**src/rtl/fetch_pkg.sv**
```systemverilog
// Shared types and helpers for the instruction fetch slice.
package fetch_pkg;

  localparam int unsigned XLEN        = 32;
  localparam int unsigned INSTR_BYTES = 4;

  typedef enum logic [1:0] {
    ST_BOOT,
    ST_RUN,
    ST_DRAIN
  } fetch_state_t;

  typedef struct packed {
    logic [XLEN-1:0] pc;
    logic [XLEN-1:0] instr;
  } fetch_entry_t;

  // Clears the byte-offset bits so redirects always land on an instruction boundary.
  function automatic logic [XLEN-1:0] align_pc(input logic [XLEN-1:0] a);
    return a & ~XLEN'(INSTR_BYTES - 1);
  endfunction

endpackage

```
**src/rtl/fetch_fifo.sv**
```systemverilog
// Synchronous FIFO with flush and occupancy count.
// Used both as the in-flight PC queue and as the fetched-instruction buffer.
module fetch_fifo #(
  parameter int unsigned DEPTH = 2,
  parameter type         T     = logic [31:0],
  localparam int unsigned AW   = (DEPTH > 1) ? $clog2(DEPTH) : 1,
  localparam int unsigned CW   = $clog2(DEPTH) + 1
) (
  input  logic          clk,
  input  logic          rst,
  input  logic          flush,
  input  logic          push,
  input  T              push_data,
  input  logic          pop,
  output T              head,
  output logic [CW-1:0] count,
  output logic          empty
);

  T              mem [DEPTH];
  logic [AW-1:0] wptr;
  logic [AW-1:0] rptr;
  logic          full;
  logic          wr_en;
  logic          rd_en;

  always_comb begin
    empty = (count == '0);
    full  = (count == CW'(DEPTH));
    rd_en = pop && !empty;
    // A push into a full FIFO is legal when the head leaves in the same cycle.
    wr_en = push && (!full || pop);
    head  = mem[rptr];
  end

  always_ff @(posedge clk or negedge rst) begin
    if (!rst) begin
      wptr  <= '0;
      rptr  <= '0;
      count <= '0;
      for (int unsigned i = 0; i < DEPTH; i++) begin
        mem[i] <= '0;
      end
    end else if (flush) begin
      wptr  <= '0;
      rptr  <= '0;
      count <= '0;
    end else begin
      if (wr_en) begin
        mem[wptr] <= push_data;
        wptr      <= wptr + AW'(1);
      end
      if (rd_en) begin
        rptr <= rptr + AW'(1);
      end
      count <= count + CW'(wr_en) - CW'(rd_en);
    end
  end

endmodule

```
**src/rtl/pc_fetch_unit.sv**
```systemverilog
// Program counter and instruction-memory fetch front end with redirect handling.
// NextAddr comes from the external AdderPC stage.
module pc_fetch_unit
  import fetch_pkg::*;
#(
  parameter logic [31:0] RESET_PC   = 32'h0000_0000,
  parameter int unsigned FIFO_DEPTH = 2
) (
  input  logic        clk,
  input  logic        rst,
  input  logic [31:0] NextAddr,
  output logic [31:0] Addr,
  input  logic        redirect_valid,
  input  logic [31:0] redirect_target,
  output logic        imem_req_valid,
  input  logic        imem_req_ready,
  output logic [31:0] imem_req_addr,
  input  logic        imem_rsp_valid,
  input  logic [31:0] imem_rsp_data,
  output logic        if_valid,
  input  logic        if_ready,
  output logic [31:0] if_instr,
  output logic [31:0] if_pc,
  output logic        err_unexpected_rsp
);

  localparam int unsigned CW = $clog2(FIFO_DEPTH) + 1;

  fetch_state_t  state;
  logic [31:0]   pc;
  logic [CW-1:0] discard;
  logic          err;

  // The in-flight queue occupancy is the outstanding-request count.
  logic [CW-1:0] outstanding;
  logic          pcq_empty;
  logic [31:0]   pcq_head;
  logic [CW-1:0] ibuf_count;
  logic          ibuf_empty;
  fetch_entry_t  ibuf_head;
  fetch_entry_t  ibuf_push_data;

  logic          req_valid;
  logic          hs;
  logic          rsp_ok;
  logic          rsp_unexp;
  logic          rsp_keep;
  logic          ibuf_pop;
  logic [CW:0]   credit_used;
  logic [CW-1:0] out_next;

  always_comb begin
    credit_used    = {1'b0, outstanding} + {1'b0, ibuf_count};
    req_valid      = (state == ST_RUN) && (credit_used < (CW+1)'(FIFO_DEPTH));
    hs             = req_valid && imem_req_ready;
    rsp_ok         = imem_rsp_valid && !pcq_empty;
    rsp_unexp      = imem_rsp_valid && pcq_empty;
    rsp_keep       = rsp_ok && (discard == '0) && !redirect_valid;
    ibuf_pop       = !ibuf_empty && if_ready && !redirect_valid;
    out_next       = outstanding + CW'(hs) - CW'(rsp_ok);
    ibuf_push_data = '{pc: pcq_head, instr: imem_rsp_data};
  end

  fetch_fifo #(
    .DEPTH (FIFO_DEPTH),
    .T     (logic [31:0])
  ) u_pcq (
    .clk       (clk),
    .rst       (rst),
    .flush     (1'b0),
    .push      (hs),
    .push_data (pc),
    .pop       (rsp_ok),
    .head      (pcq_head),
    .count     (outstanding),
    .empty     (pcq_empty)
  );

  fetch_fifo #(
    .DEPTH (FIFO_DEPTH),
    .T     (fetch_entry_t)
  ) u_ibuf (
    .clk       (clk),
    .rst       (rst),
    .flush     (redirect_valid),
    .push      (rsp_keep),
    .push_data (ibuf_push_data),
    .pop       (ibuf_pop),
    .head      (ibuf_head),
    .count     (ibuf_count),
    .empty     (ibuf_empty)
  );

  always_ff @(posedge clk or negedge rst) begin
    if (!rst) begin
      state   <= ST_BOOT;
      pc      <= RESET_PC;
      discard <= '0;
      err     <= 1'b0;
    end else begin
      if (rsp_unexp) begin
        err <= 1'b1;
      end
      // Requests still in flight, including one accepted this cycle, belong to the old path.
      if (redirect_valid) begin
        pc      <= align_pc(redirect_target);
        discard <= out_next;
        state   <= (out_next != '0) ? ST_DRAIN : ST_RUN;
      end else begin
        case (state)
          ST_BOOT: state <= ST_RUN;
          ST_RUN: begin
            if (hs) begin
              pc <= NextAddr;
            end
          end
          ST_DRAIN: begin
            if (rsp_ok) begin
              discard <= discard - CW'(1);
              if (discard == CW'(1)) begin
                state <= ST_RUN;
              end
            end
          end
          default: state <= ST_BOOT;
        endcase
      end
    end
  end

  always_comb begin
    Addr               = pc;
    imem_req_addr      = pc;
    imem_req_valid     = req_valid;
    if_valid           = !ibuf_empty;
    if_instr           = ibuf_head.instr;
    if_pc              = ibuf_head.pc;
    err_unexpected_rsp = err;
  end

endmodule

```
**config.mk**
```make
export PLATFORM = sky130hd
export DESIGN_NAME = pc_fetch_unit
export DESIGN_NICKNAME = d
export VERILOG_FILES = /design/src/rtl/fetch_pkg.sv /design/src/rtl/fetch_fifo.sv /design/src/rtl/pc_fetch_unit.sv
export SDC_FILE = /design/constraint.sdc
export NUM_CORES = 1
export LEC_CHECK = 0
export CORE_ASPECT_RATIO = 0.75
export CORE_MARGIN = 2
export CORE_UTILIZATION = 36
export CTS_CLUSTER_DIAMETER = 120
export CTS_CLUSTER_SIZE = 16
export DETAILED_ROUTE_END_ITERATION = 7
export PLACE_DENSITY = 0.57
export SYNTH_ARGS = -nofsm -noshare
export SYNTH_HDL_FRONTEND = slang
export SYNTH_SLANG_ARGS = --single-unit
```
**constraint.sdc**
```tcl
create_clock -name clk -period 5.03 [get_ports clk]
set_clock_uncertainty 0.1 [all_clocks]
set_input_delay 1.509 -clock clk [delete_from_list [all_inputs] [get_ports clk]]
set_output_delay 1.509 -clock clk [all_outputs]
set_load 0.01 [all_outputs]
```
==> impl_metrics.py <==
metrics = {
    "outcome": {
        "status": "finished, final reports clean",
    },
    "setup_path": {
        "r2r_setup_slack_ns": 1.29,
        "worst-setup-path-type": "reg2out",
        "end_kind": "output pin",
        "crit_path_end": "imem_req_valid",
        "rr_endpoint": "u_pcq.mem[26]$_DFFE_PN0P_",
        "cp_max_fo": 4,
        "cpPeakStageDelay_ns": 0.57,
        "crit_cells": 6,
        "crit_slowest_cell": "or4b_1",
        "path_delay_family": "buffers and inverters",
        "startpoint": "u_ibuf.count[0]$_DFF_PN0_",
        "crit_buf_inv": 3,
        "reg2reg_from": "u_ibuf.count[0]$_DFF_PN0_",
        "crit_path_start_kind": "flop",
        "cp_cell_sequence": "inv_1 -> nor2_1 -> fa_1 -> or4b_1 -> clkinv_2 -> clkdlybuf4s50_1",
        "worst-r2r-cell-count": 9,
        "worst_ep_required_time_ns": 3.42,
        "critical_path_arrival_ns": 2.71,
    },
    "yosys": {
        "syn_area_per_cell_sq_um": 13.5,
        "synth_seq_area_share_pct": 54.5,
        "yosys.area.top_type": "dfrtp_1",
        "synth_fp_nets": 913,
        "synthCells": 803,
        "yosys-top-cells-count": "mux2_2 (286), dfrtp_1 (237), o21ai_0 (34)",
        "syn_area_sq_mm": 0.0109,
        "synth-seq-cells": 237,
        "async_flop_share_pct": 100,
        "synth_edf_count": 0,
        "synth_top_area_share_pct": 54.5,
        "synth.area.top_cells": "dfrtp_1 (55%), mux2_2 (30%), buf_4 (2.3%)",
        "synth_most_common_cell": "mux2_2",
        "ys_types": 41,
        "synth-main-ff-cell": "dfrtp_1",
        "yosysWarnings": 0,
    },
    "cts": {
        "root_buffer": "clkbuf_16",
        "clk_latency_ns": 0.49,
        "hold_buffers": 0,
        "postCtsSetupBuffers": 0,
        "cts_made_buffers": 18,
        "clk_path_buf_depth": 3,
        "cts_resized": 0,
        "clock-sinks": 237,
        "htree_levels": 1,
        "clkSlewWorstSetupHoldPaths_ns": 0.08,
        "cts_tree": "built",
    },
    "power_and_ir_drop": {
        "internal_power_mw": 5.22,
        "power.switching_mw": 2.31,
        "sw_frac_of_total_pct": 30.7,
        "ir_worst_vdd_mv": 0.266,
        "total_power_mw": 7.53,
        "seqPwrFrac_pct": 42.0,
        "power.density_mw_per_mm2": 542,
        "clock_power_share_pct": 17.7,
        "p_leak_nw": 5.95,
        "pwr-share-comb_pct": 40.3,
    },
    "layout": {
        "drive_above_1_share_pct": 34.0,
        "final_nets": 1097,
        "antenna_cells": 0,
        "area_growth_pct": 27.8,
        "fill_cells": 2735,
    },
    "worst_hold_path": {
        "min_from": "err_unexpected_rsp$_DFFE_PN0P_",
        "hold_path.class": "reg2reg",
    },
    "sta": {
        "finalSetupTns_ns": 0,
        "tightest_slew_ns": 0.947,
        "hold_ws_ns": 0.357,
        "slew_violations": 0,
        "rsz0062_at_grt": "no",
        "slew_headroom_pct": 36.9,
        "post-route-min-period_ns": 4.32,
        "fmax_mhz": 232,
        "hold_viol_final": 0,
        "finalCritPeriodShare_pct": 85.8,
        "finalSetupViolCount": 0,
    },
    "detailed_routing": {
        "ant_nets": 0,
        "wl_um": 25700,
        "wire_per_inst_um": 18.5,
        "routed_via_density": 4.96,
        "drt-pass1-iter-count": 4,
        "vias": 6879,
        "post-route-drc-count": 0,
        "drt_iter0_markers": 215,
    },
    "floorplanning": {
        "coreArea_sq_mm": 0.0299,
        "die_x_um": 205,
        "initial_core_util_pct": 36.3,
        "rows": 55,
        "die_h_um": 155,
        "dieArea_sq_mm": 0.0316,
        "ios": 233,
    },
    "grt": {
        "grt_pass1_wl_um": 41200,
        "antenna_found_initial": 0,
        "grt_overflow": 0,
        "grt_max_degree": 110,
        "grt_pass1_vias": 7286,
        "grt.total_usage_pct": 16.4,
    },
    "place": {
        "hpwl_um": 16600,
        "io_buffer_count": 230,
        "routabilityCongestion": 0.714,
    },
    "flow_run": {
        "max_cap_viol_count": 0,
    },
}
worst min-delay path by stage:
| stage | to | cells after the start | slack, ns |
|---|---|---|---|
| finish | err_unexpected_rsp$_DFFE_PN0P_ | 1 | 0.36 |
| global route | err_unexpected_rsp$_DFFE_PN0P_ | 1 | 0.40 |
| CTS | err_unexpected_rsp$_DFFE_PN0P_ | 1 | 0.36 |
| detailed placement | err_unexpected_rsp$_DFFE_PN0P_ | 1 | 0.35 |
| global placement | err_unexpected_rsp$_DFFE_PN0P_ | 1 | 0.35 |
| floorplan | u_pcq.mem[38]$_DFFE_PN0P_ | 1 | 0.35 |
cell usage in the layout (no fill, tap or decap), types with 2 or more instances in the layout:
cell | netlist | layout
mux2_2 | 286 | 286
dfrtp_1 | 237 | 235
clkdlybuf4s50_1 | 0 | 228
o21ai_0 | 34 | 34
a21oi_1 | 33 | 33
nor2b_1 | 32 | 32
a31oi_1 | 30 | 30
clkbuf_16 | 0 | 19
buf_4 | 33 | 13
nor2_1 | 9 | 9
inv_1 | 8 | 8
ha_1 | 7 | 7
buf_12 | 0 | 5
nand3_1 | 3 | 3
xnor2_1 | 3 | 3
xor2_1 | 3 | 3
nand2b_1 | 3 | 3
nand2_1 | 3 | 3
nor3b_1 | 2 | 2
nor3_1 | 2 | 2
clkinv_2 | 1 | 2
nand4_4 | 0 | 2
mux2_1 | 2 | 2
or4_1 | 2 | 2
clkbuf_1 | 32 | 2
sequential cells by signal, summed over array words and instances, names as in the netlist, 2 cells and up:
name / flops
u_ibuf.mem: 128
u_pcq.mem: 64
u_ibuf.count: 2
Addr: 32
state: 2
u_pcq.count: 2
discard: 2
through the flow:
stage | instance area (sq um) | setup slack (ns) | std cells | util [%]
after global placement | 13400 | 0.888 | 1366 | 44.8
after CTS | 13900 | 0.666 | 1388 | 46.4
after detailed placement | 13400 | 0.882 | 1366 | 44.8
final | 13900 | 0.715 | 1388 | 46.4
after global routing | 13900 | 0.558 | 1388 | 46.4
after floorplan | 10900 | 1.56 | 803 | -
power groups by stage:
stage               registers [mW]  logic, mW  clock network (mW)
floorplan                     2.99       1.96                   0
global placement              3.19       3.06                   0
detailed placement            3.21       3.08                   0
CTS                           3.17       3.10                1.40
global route                  3.28       3.31                1.46
finish                        3.16       3.04                1.33
kinds of logic (layout without fill, tap and decap cells):
kind of cell,after synthesis,in the layout,synth area share (%)
AO/OA/AOI/OAI,104,104,5.31
XOR/XNOR,7,7,0.702
adder cells (fa/ha/maj),8,8,0.990
buffers and inverters,94,280,4.79
flip-flops,237,237,54.5
multiplexers,288,288,29.8
AND/OR/NAND/NOR,65,65,3.84
area by class of cell:
class | instances | area, sq um | area share, %
Timing Repair Buffer | 248 | 2500 | 18.0
Clock buffer | 21 | 483 | 3.47
Clock inverter | 1 | 5.00 | 0.0360
Multi-Input combinational cell | 472 | 4440 | 31.9
Tap cell | 399 | 499 | 3.59
Inverter | 10 | 38.8 | 0.279
Sequential cell | 237 | 5940 | 42.7
metal layers:
metal	share of wire, %	wire, um	vias up	global-route usage (%)
met4	1.8	464	0	3.21
li1	-	-	3202	-
met5	0	0	-	0
met2	46	11700	152	26.5
met3	4.4	1130	23	2.57
met1	48	12400	3502	23.4
(Power assumes the default switching activity.)
